## src/rtl/led_key_ctrl.sv

```systemverilog
// LED run controller: two debounced push-buttons steer run direction and speed
// level, and a speed-scaled divider emits one step pulse per LED advance.

module led_key_deb #(
  parameter int unsigned DEB_CNT = 1000000
) (
  input  logic clk,
  input  logic rst_n,
  input  logic key_n,
  output logic evt
);
  localparam int unsigned CNT_W = 24;
  localparam logic [CNT_W-1:0] CNT_LAST = CNT_W'(DEB_CNT - 1);

  typedef enum logic [1:0] {IDLE, PRESS_CNT, HELD, REL_CNT} deb_state_t;

  logic [1:0]       sync_q;
  logic             key_s;
  deb_state_t       state_q, state_d;
  logic [CNT_W-1:0] cnt_q, cnt_d;
  logic             evt_d;

  assign key_s = sync_q[1];

  // Synchronizer, FSM state, counter and event register
  always_ff @(posedge clk or negedge rst_n) begin
    if (!rst_n) begin
      sync_q  <= 2'b11;
      state_q <= IDLE;
      cnt_q   <= '0;
      evt     <= 1'b0;
    end else begin
      sync_q  <= {sync_q[0], key_n};
      state_q <= state_d;
      cnt_q   <= cnt_d;
      evt     <= evt_d;
    end
  end

  // Any sample contradicting the pending level restarts the stability count
  always_comb begin
    state_d = state_q;
    cnt_d   = cnt_q;
    evt_d   = 1'b0;
    case (state_q)
      IDLE: begin
        if (!key_s) begin
          state_d = PRESS_CNT;
          cnt_d   = CNT_W'(1);
        end
      end
      PRESS_CNT: begin
        if (key_s) begin
          state_d = IDLE;
          cnt_d   = '0;
        end else if (cnt_q == CNT_LAST) begin
          state_d = HELD;
          cnt_d   = '0;
          evt_d   = 1'b1;
        end else begin
          cnt_d = cnt_q + CNT_W'(1);
        end
      end
      HELD: begin
        if (key_s) begin
          state_d = REL_CNT;
          cnt_d   = CNT_W'(1);
        end
      end
      REL_CNT: begin
        if (!key_s) begin
          state_d = HELD;
          cnt_d   = '0;
        end else if (cnt_q == CNT_LAST) begin
          state_d = IDLE;
          cnt_d   = '0;
        end else begin
          cnt_d = cnt_q + CNT_W'(1);
        end
      end
    endcase
  end
endmodule

module led_key_ctrl #(
  parameter int unsigned DEB_CNT  = 1000000,
  parameter int unsigned BASE_DIV = 12500000
) (
  input  logic       clk,
  input  logic       rst_n,
  input  logic       key_dir_n,
  input  logic       key_spd_n,
  output logic       mode,
  output logic       step_en,
  output logic [1:0] spd_sel,
  output logic       dir_evt,
  output logic       spd_evt
);
  localparam int unsigned DIV_W = 28;
  localparam logic [DIV_W-1:0] BASE = DIV_W'(BASE_DIV);

  logic             dir_p, spd_p;
  logic [DIV_W-1:0] div_cnt, div_last;

  led_key_deb #(.DEB_CNT(DEB_CNT)) u_deb_dir (
    .clk(clk), .rst_n(rst_n), .key_n(key_dir_n), .evt(dir_p)
  );

  led_key_deb #(.DEB_CNT(DEB_CNT)) u_deb_spd (
    .clk(clk), .rst_n(rst_n), .key_n(key_spd_n), .evt(spd_p)
  );

  assign div_last = (BASE >> spd_sel) - DIV_W'(1);

  // Key events update mode/speed; a speed change restarts the step divider
  always_ff @(posedge clk or negedge rst_n) begin
    if (!rst_n) begin
      mode    <= 1'b0;
      spd_sel <= '0;
      step_en <= 1'b0;
      dir_evt <= 1'b0;
      spd_evt <= 1'b0;
      div_cnt <= '0;
    end else begin
      dir_evt <= dir_p;
      spd_evt <= spd_p;
      if (dir_p) mode <= ~mode;
      if (spd_p) begin
        spd_sel <= spd_sel + 2'd1;
        div_cnt <= '0;
        step_en <= 1'b0;
      end else begin
        step_en <= (div_cnt == div_last);
        div_cnt <= (div_cnt >= div_last) ? '0 : div_cnt + DIV_W'(1);
      end
    end
  end
endmodule
```

## config.mk

```make
export PLATFORM = sky130hd
export DESIGN_NAME = led_key_ctrl
export DESIGN_NICKNAME = d
export VERILOG_FILES = /design/src/rtl/led_key_ctrl.sv
export SDC_FILE = /design/constraint.sdc
export NUM_CORES = 1
export LEC_CHECK = 0
export CORE_ASPECT_RATIO = 0.8
export CORE_MARGIN = 1.5
export CORE_UTILIZATION = 65
export DETAILED_ROUTE_END_ITERATION = 10
export PLACE_DENSITY = 0.83
export SYNTH_ARGS = -nofsm -noshare
export SYNTH_HDL_FRONTEND = slang
export SYNTH_SLANG_ARGS = --single-unit
export TNS_END_PERCENT = 5
```

## constraint.sdc

```tcl
create_clock -name clk -period 6.05 [get_ports clk]
set_input_delay 1.21 -clock clk [delete_from_list [all_inputs] [get_ports clk]]
set_output_delay 1.21 -clock clk [all_outputs]
set_load 0.01 [all_outputs]
```

## Word-level counts from Yosys, hierarchy flattened

Index checks and enable logic that the tools add are counted.

| word-level totals | value |
|---|---|
| memories | 0 |
| latch bits | 0 |
| ROM bits | 0 |
| output and inout port bits | 6 |
| memory bits (writable) | 0 |
| input port bits | 4 |
| word-level logic and storage cells | 80 |
| flip-flop bits (word level) | 92 |

| operators by class | value |
|---|---|
| bitwise operators | 1 |
| $add $sub $neg | 5 |
| magnitude comparators | 1 |
| div/mod/pow operators | 0 |
| shift operators | 1 |
| reductions and logical operators | 6 |
| $mul | 0 |
| equality and inequality tests | 17 |
| multiplexer cells | 35 |

Operators with widths:

| operator | number |
|---|---|
| 24-bit 2-to-1 mux | 10 |
| 24-bit case mux with 4 select lines | 2 |
| 28-bit 2-to-1 mux | 2 |
| 24-bit by 1-bit adder with 24-bit output, second input constant | 2 |
| 24-bit by 20-bit == test with 1-bit output, second input constant | 2 |
| 28-bit by 1-bit adder with 28-bit output, second input constant | 1 |
| 28-bit == test | 1 |
| 28-bit >= comparator | 1 |
| 24-bit by 2-bit right shift with 28-bit output, first input constant | 1 |
| 28-bit by 1-bit subtractor with 28-bit output, second input constant | 1 |
| 2-bit 2-to-1 mux | 12 |
| 2-bit case mux with 4 select lines | 2 |
| 2-bit == test, second input constant | 4 |
| 4-bit AND reduction | 2 |
| 1-bit 2-to-1 mux | 7 |
| 3-bit by 1-bit inequality test with 1-bit output, second input constant | 2 |
| 3-bit inequality test, second input constant | 2 |
| 2-bit by 1-bit == test with 1-bit output, second input constant | 2 |
| 2-bit zero test | 2 |
| 2-bit by 1-bit inequality test with 1-bit output, second input constant | 2 |
| 2-bit inequality test, second input constant | 2 |
| 2-bit AND reduction | 2 |
| 2-bit by 1-bit adder with 2-bit output, second input constant | 1 |
| 1-bit NOT | 1 |

## Logic depth before layout (Yosys ltp)

Gate-level depths: netlist (run 1).

| logic depth | value |
|---|---|
| depth after elaboration | 5 |
| mapped depth | 12 |

## Modules after synthesis

A second synthesis (run 1) with hierarchy kept.

| unflattened totals | value |
|---|---|
| cells, all modules | 582 |
| area, all modules | 5580.4 um2 |

Modules (own cells, without submodules):

| module | cells each | times used | seq. area each (um2) | area an instance (um2) |
|---|---|---|---|---|
| led_key_deb | 176 | 2 | 728.2 | 1607.8 |
| led_key_ctrl | 230 | 1 | 850.8 | 2364.8 |

## Worst setup path after synthesis (run 1)

OpenSTA, ideal clock, no wires.

| path | value |
|---|---|
| kind | flip-flop to flip-flop |
| start point | register spd_sel[0] |
| end point | register div_cnt[17] |
| clock period less this slack | 3132 ps |
| cell stages (with the launch flop) | 13 |
| arrival | 3031 ps |
| setup slack | 2918 ps |
| data required time | 5949 ps |
| path through | dfrtp_1 inv_1 ha_1 ha_1 nand3b_1 xnor2_1 ha_1 nand3_1 nor2_1 o311ai_1 nand2_1 clkbuf_1 nor4_1 |

| on the way | value |
|---|---|
| cells in the longest elaborated chain, start to end | 5 |

RTL lines:

| element | line | RTL |
|---|---|---|
| start: declaration | 95 | `output logic [1:0] spd_sel,` |
| start signal: assignment | 129 | `spd_sel <= spd_sel + 2'd1;` |
| 24-bit by 2-bit right shift with 28-bit output | 113 | `assign div_last = (BASE >> spd_sel) - DIV_W'(1);` |
| 28-bit by 1-bit subtractor with 28-bit output | 113 |  |
| 28-bit >= comparator | 134 | `div_cnt <= (div_cnt >= div_last) ? '0 : div_cnt + DIV_W'(1);` |
| 28-bit 2-to-1 mux | 134 |  |
| 28-bit 2-to-1 mux | 128 | `if (spd_p) begin` |
| end signal: assignment | 134 |  |
| end: declaration | 103 | `logic [DIV_W-1:0] div_cnt, div_last;` |

No other way between the ends.
A chain may end at the register's enable or synchronous reset.

## Worst setup path in the final report (run 1)

| path | value |
|---|---|
| start point | register spd_sel[0] |
| end point | register div_cnt[8] |

Same word-level chain as after synthesis.

==> results of run 1 <==
## layer usage
layer  wire [um]  vias up
met5           0        -
met3         728       13
met2        5540      166
met4         114        0
met1        5340     2209
li1            -     2145
## area by class of cell
class | instances | area [sq um]
multi-input cells | 442 | 2970
flip-flops and latches | 92 | 2310
fillers | 590 | 2230
clock buffers | 10 | 138
well taps | 108 | 135
repair buffers | 12 | 110
inverters | 19 | 71.3
clock inverters | 6 | 63.8
## where the power goes
part           leakage (uW)  internal, uW  switching, uW
Clock             0.0000983           201            223
Sequential          0.00126           635           25.5
Combinational       0.00108          40.3           91.2
## kinds of logic (layout without fill, tap and decap cells)
group | after synthesis | after routing | synth area share (%)
buffers and inverters | 43 | 47 | 3.49
other | 2 | 4 | 0.138
AND/OR/NAND/NOR | 255 | 255 | 26.3
adder cells (fa/ha/maj) | 33 | 33 | 7.57
flip-flops | 92 | 92 | 42.3
multiplexers | 4 | 4 | 0.757
XOR/XNOR | 39 | 39 | 6.26
AO/OA/AOI/OAI | 107 | 107 | 13.2
## worst max-delay path: cells and delay by family, from the launching register on
kind            cells  cell delay [ns]
buf+inv             1             0.17
compound gates      1             0.64
xor+xnor            1             0.16
fa+ha+maj           3             0.81
simple gates        5             1.53
flops               1             0.51
## path summary, 6_finish.rpt
check | start | cells after the start | end | slack, ns
min in group asynchronous | rst_n | 1 | div_cnt[22] | 0.66
hold / removal | u_deb_spd.sync_q[0] | 0 | u_deb_spd.sync_q[1] | 0.36
setup reg to reg | spd_sel[0] | 11 | div_cnt[8] | 2.12
max in group asynchronous | rst_n | 2 | div_cnt[8] | 4.15
setup / recovery | spd_sel[0] | 11 | div_cnt[8] | 2.12
hold reg to reg | u_deb_spd.sync_q[0] | 0 | u_deb_spd.sync_q[1] | 0.36
## registers in the layout, indices dropped and copies added (netlist names), named ones only
register	count
spd_evt	1
u_deb_dir.state_q	1
u_deb_dir.evt	1
mode	1
u_deb_spd.sync_q	2
u_deb_dir.sync_q	2
step_en	1
u_deb_spd.cnt_q	24
div_cnt	28
spd_sel	2
u_deb_spd.state_q	1
u_deb_dir.cnt_q	24
u_deb_spd.evt	1
dir_evt	1
## layout by cell type, fill, tap and decap left out, types with 8 or more instances in the layout
cell type,instances
nand2_1,56
inv_1,19
xnor2_1,27
and3_1,8
a31oi_1,23
nand4_1,19
xor2_1,12
clkbuf_8,10
a21oi_1,19
o21ai_0,20
dfrtp_1,88
nor3_1,20
nand3_1,33
nor2_1,34
ha_1,33
nor4_1,33
clkdlybuf4s50_1,8
## through the flow
step	std cells	hold slack [ns]	worst slack, ns	cell area, sq um	total power [uW]
after detailed placement	673	0.347	2.15	5590	801
final	689	0.362	2.12	5790	1220
after CTS	689	0.363	2.14	5790	1220
after global routing	689	0.370	1.72	5790	1270
after floorplan	577	0.345	2.92	5460	754
after global placement	673	0.346	2.44	5590	792
==> summary.md, run 1 <==
| Metric | Value |
|---|---|
| Starting DRT DRC Count | 377 |
| Number of port buffers | 9 |
| Die Width | 105 um |
| Ys async rst share | 100% |
| DR pass1 iterations | 5 |
| Synth Cell Area | 5460 sq um |
| H-tree depth | 3 |
| Share of layout cells above drive strength 1 | 7.06% |
| Number of setup violations in the final report | 0 |
| Placer Congestion | 0.915 |
| Post_cts resized | 0 |
| RSZ-0062 raised after global routing | false |
| Worst IR Drop VDD | 0.201 mV |
| Grt ovf | 0 |
| Antenna violations before repair | 0 |
| Hold_buf cts | 0 |
| Final wirelength | 11700 um |
| Clock buffer depth | 2 |
| Max Cap Violations | 0 |
| Core Area | 8020 sq um |
| Slew @ Worst Pin | 1.17 ns |
| Synth top area cells | dfrtp_1, ha_1, xnor2_1, nand2_1, nor4_1 |
| Top FF cell, synth | dfrtp_1 |
| CTS tree | built |
| Synth area leader | dfrtp_1 |
| Crit start category | flop |
| Clock Latency Late Sink | 0.38 ns |
| Met2 usage | 44.2% |
| Leakage power | 0.00243 uW |
| Final hold violations | 0 |
| Die height | 84.9 um |
| Clock Sinks | 92 |
| Crit Path Class | flop to flop |
| Post-route ant nets | 0 |
| P&R area growth vs syn | 6.15% |
| Grt peak-use layer | met2 |
| Yosys warns | 0 |
| Number of global-route vias before repair | 4170 |
| Grt met1 use | 39.3% |
| Root buf cell | clkbuf_8 |
| GRT Util Overall | 28.2% |
| Post-route setup TNS | 0 ns |
| Residual DRC | 0 |
| First-pass GRT wire length | 20100 um |
| Status | completed |
| Post-CTS Repair Setup Buffers | 0 |
| Gate Count Post-Synth | 575 |
| WP data required | 6.31 ns |
| PwrDens | 210 nW/um^2 |
| Crit path arrival time | 4.19 ns |
| Syn avg cell area | 9.49 sq um |
| Vias | 4533 |
| Max Freq | 254 MHz |
| Share of the synthesized area in the top cell type | 40.4% |
| Commonest cells post-synth | dfrtp_1, nand2_1, nor2_1 |
| Drt wl/cell | 17.0 um |
| Number of synthesized flops with an enable pin | 0 |
| Clock skew | 0.00722 ns |
| Worst Setup End Kind | flop |
| Largest net degree at the start of global routing | 82 |
| Slowest CP cell | o311ai_1 |
| CP Cell Sequence | inv_1 > ha_1 > ha_1 > nand3b_1 > xnor2_1 > ha_1 > nand3_1 > nor2_1 > o311ai_1 > nand2_1 > nor4_1 |
| Post-DP HPWL | 8040 um |
| Post-synthesis sequential area ratio | 42.3% |
| Top-count cell post-synth | dfrtp_1 |
| Site row count | 29 |
| Routed vias/inst | 6.58 |
| Top cell by count, worst path | ha_1 |
| CTS buffer count | 9 |
| Number of synthesized register bits | 92 |
| Final nets | 613 |
| Post-layout util | 72.2% |
| Final period util | 65.0% |
| Slowest cell delay on critical path | 0.64 ns |
| Relative slew slack | 20.0% |
| Clock-pin slew on the worst setup and hold paths | 0.09 ns |
| Max-slew violations | 0 |
| Met3 Usage GRT | 7.22% |
| Initial Util | 68.0% |
| Netlist cell types | 66 |
| Full die area | 8950 sq um |
| Worst-path maximum fanout | 22 |
| N_diodes | 0 |
| Worst hold path class | flop to flop |
| Ports | 10 |
| Time the worst path needs with I/O delays and setup | 3.93 ns |
(Power assumes the default switching activity.)
==> run 2: changes to the inputs <==
--- a/config.mk
+++ b/config.mk
@@ -7,9 +7,9 @@
 export LEC_CHECK = 0
 export CORE_ASPECT_RATIO = 0.8
 export CORE_MARGIN = 1.5
-export CORE_UTILIZATION = 65
+export CORE_UTILIZATION = 63
 export DETAILED_ROUTE_END_ITERATION = 10
-export PLACE_DENSITY = 0.83
+export PLACE_DENSITY = 0.8
 export SYNTH_ARGS = -nofsm -noshare
 export SYNTH_HDL_FRONTEND = slang
 export SYNTH_SLANG_ARGS = --single-unit
==> constraint.sdc (replaced) <==
create_clock -name clk -period 3.85 [get_ports clk]
set_input_delay 0.77 -clock clk [delete_from_list [all_inputs] [get_ports clk]]
set_output_delay 0.77 -clock clk [all_outputs]
set_load 0.01 [all_outputs]
==> run 2 against run 1 <==
  * Cell count increased by 0.73%
  * Sequential power increased by 58%
  * Maximum frequency is 15% higher
  * First-iteration DRC count is 28% lower
  * Power increased by 55%
  * Clock-buffer cell count did not move
  * Sequential share of layout area decreased by 0.15 points
  * Hold slack worse by 0.0056 ns
  * Clock power up 53%
  * Routed wire length rose by 2.4%
  * Cell area up 0.37%
  * Critical path type unchanged
  * Critical endpoint is now div_cnt[24]
  * Largest cell class unchanged
  * Largest power group unchanged
==> summary.md, run 2 (synthesized netlist as in run 1, its figures left out) <==
| Metric | Value |
|---|---|
| Status | completed |
| Share of layout cells above drive strength 1 | 7.56% |
| Relative slew slack | 22.6% |
| Worst Setup End Kind | flop |
| CP Launch Point | spd_sel[0] |
| RSZ-0062 raised after global routing | false |
| Final nets | 614 |
| Post-DP HPWL | 8410 um |
| Slowest CP cell | dfrtp_1 |
| Slew @ Worst Pin | 1.15 ns |
| DR pass1 iterations | 4 |
| Initial Util | 64.6% |
| Number of port buffers | 9 |
| Pre-CTS setup slack | 0.175 ns |
| GRT Util Overall | 27.6% |
| Time the worst path needs with I/O delays and setup | 3.42 ns |
| Ports | 10 |
| Max reg flops | 28 |
| Root buf cell | clkbuf_8 |
| H-tree depth | 3 |
| P&R area growth vs syn | 6.54% |
| Hold_buf cts | 0 |
| Post-route ant nets | 0 |
| Largest Register | div_cnt |
| Worst IR Drop VDD | 0.270 mV |
| Site row count | 30 |
| Clock Latency Late Sink | 0.35 ns |
| First-pass GRT wire length | 20400 um |
| Slowest cell delay on critical path | 0.53 ns |
| Critical R2R Launch | spd_sel[0] |
| Clock buffer depth | 2 |
| Final wirelength | 12000 um |
| Clock skew | 0.0166 ns |
| Worst hold path class | flop to flop |
| Most frequent cells in the layout | dfrtp_1, nand2_1, nor2_1 |
| Crit Path Class | flop to flop |
| N_diodes | 0 |
| Placer Congestion | 0.910 |
| Routed vias/inst | 6.47 |
| Clock-pin slew on the worst setup and hold paths | 0.09 ns |
| Number of global-route vias before repair | 4279 |
| Drt wl/cell | 17.3 um |
| Starting DRT DRC Count | 271 |
| Post-route setup TNS | 0 ns |
| Worst-path maximum fanout | 22 |
| Die height | 86.2 um |
| Largest registers | div_cnt (28), u_deb_dir.cnt_q (24), u_deb_spd.cnt_q (24) |
| Vias | 4490 |
| Commonest non-fill, non-tap cell in the layout | dfrtp_1 |
| CTS buffer count | 9 |
| Max Freq | 292 MHz |
| Hold Startpoint | u_deb_dir.sync_q[0] |
| Final period util | 88.8% |
| CP Cell Sequence | inv_1 > ha_1 > ha_1 > nand3b_1 > nor3_1 > ha_1 > a21oi_1 > o21bai_1 > a21oi_1 > nand2_4 > nor4_1 |
| Final hold violations | 0 |
| Crit path arrival time | 3.66 ns |
| WP data required | 4.09 ns |
| CTS tree | built |
| Die Width | 107 um |
| Max-slew violations | 0 |
| Crit start category | flop |
| Fillers | 655 |
| Final worst slack | 0.429 ns |
| Max Cap Violations | 0 |
| Number of setup violations in the final report | 0 |
| Core Area | 8450 sq um |
| Clock Sinks | 92 |
| Residual DRC | 0 |
| Antenna violations before repair | 0 |
| Largest net degree at the start of global routing | 47 |
| Top cell by count, worst path | ha_1 |
| Full die area | 9230 sq um |
| PwrDens | 324 nW/um^2 |
| Leakage power | 0.00243 uW |
| Grt ovf | 0 |
==> run 2: changes by cell type in the layout (fill, tap and decap cells not counted), sizes merged <==
cell,previous run,this run
clkinv,3,4
buf,4,5
clkinvlp,2,1
==> run 2: layout make-up <==
type	count	area [sq um]	share of cell area, %
clock inverter	6	65.1	1.12
tap	112	140	2.41
clock buffer	10	128	2.20
timing repair buffer	13	118	2.02
inverter	19	71.3	1.23
multi-input combinational	442	2980	51.3
sequential	92	2310	39.7
==> run 2: report_power, final <==
group          switching, uW  leakage (uW)  internal [uW]
clock                    348     0.0000962            301
combinational            139       0.00108           61.8
sequential              37.8       0.00126            997
total                    525       0.00243           1360
==> run 2: layer usage <==
metal / track usage [%] / up-vias / share of wire, %
li1: - / 2148 / -
met1: 39.5 / 2195 / 47
met2: 43.6 / 132 / 47
met3: 5.11 / 15 / 5.0
met4: 7.27 / 0 / 1.1
met5: 0 / - / 0
==> run 2: final timing paths <==
path	endpoint	cells past startpoint	slack [ns]
max in group asynchronous	u_deb_dir.sync_q[0]	2	2.57
worst max-delay path	div_cnt[24]	11	0.43
worst max register to register	div_cnt[24]	11	0.43
worst min-delay path	u_deb_dir.sync_q[1]	0	0.36
min in group asynchronous	spd_evt	1	0.42
worst min register to register	u_deb_dir.sync_q[1]	0	0.36
==> run 2: through the flow <==
step / cell area [sq um] / hold WS (ns) / cells / util, % / power [uW]
after floorplan: 5460 / 0.345 / 577 / - / 1190
final: 5810 / 0.356 / 694 / 68.8 / 1890
after global placement: 5610 / 0.346 / 678 / 66.4 / 1240
after CTS: 5800 / 0.356 / 694 / 68.7 / 1890
after detailed placement: 5610 / 0.351 / 678 / 66.4 / 1250
after global routing: 5810 / 0.359 / 694 / 68.8 / 1970
==> run 2: critical path, delay by kind of cell, from the launching register on <==
kind / cells / cell delay, ns
flip-flops: 1 / 0.53
adder cells (fa/ha/maj): 3 / 0.82
AND/OR/NAND/NOR: 4 / 1.04
AO/OA/AOI/OAI: 3 / 0.73
buffers and inverters: 1 / 0.18
==> run 2: timing repair <==
| item | CTS | global route |
|---|---|---|
| gates resized for setup | 0 | 4 |
| endpoints found under the hold margin | 0 | 0 |
| setup endpoints to repair | 0 | 24 |
| setup buffers | 0 | 0 |
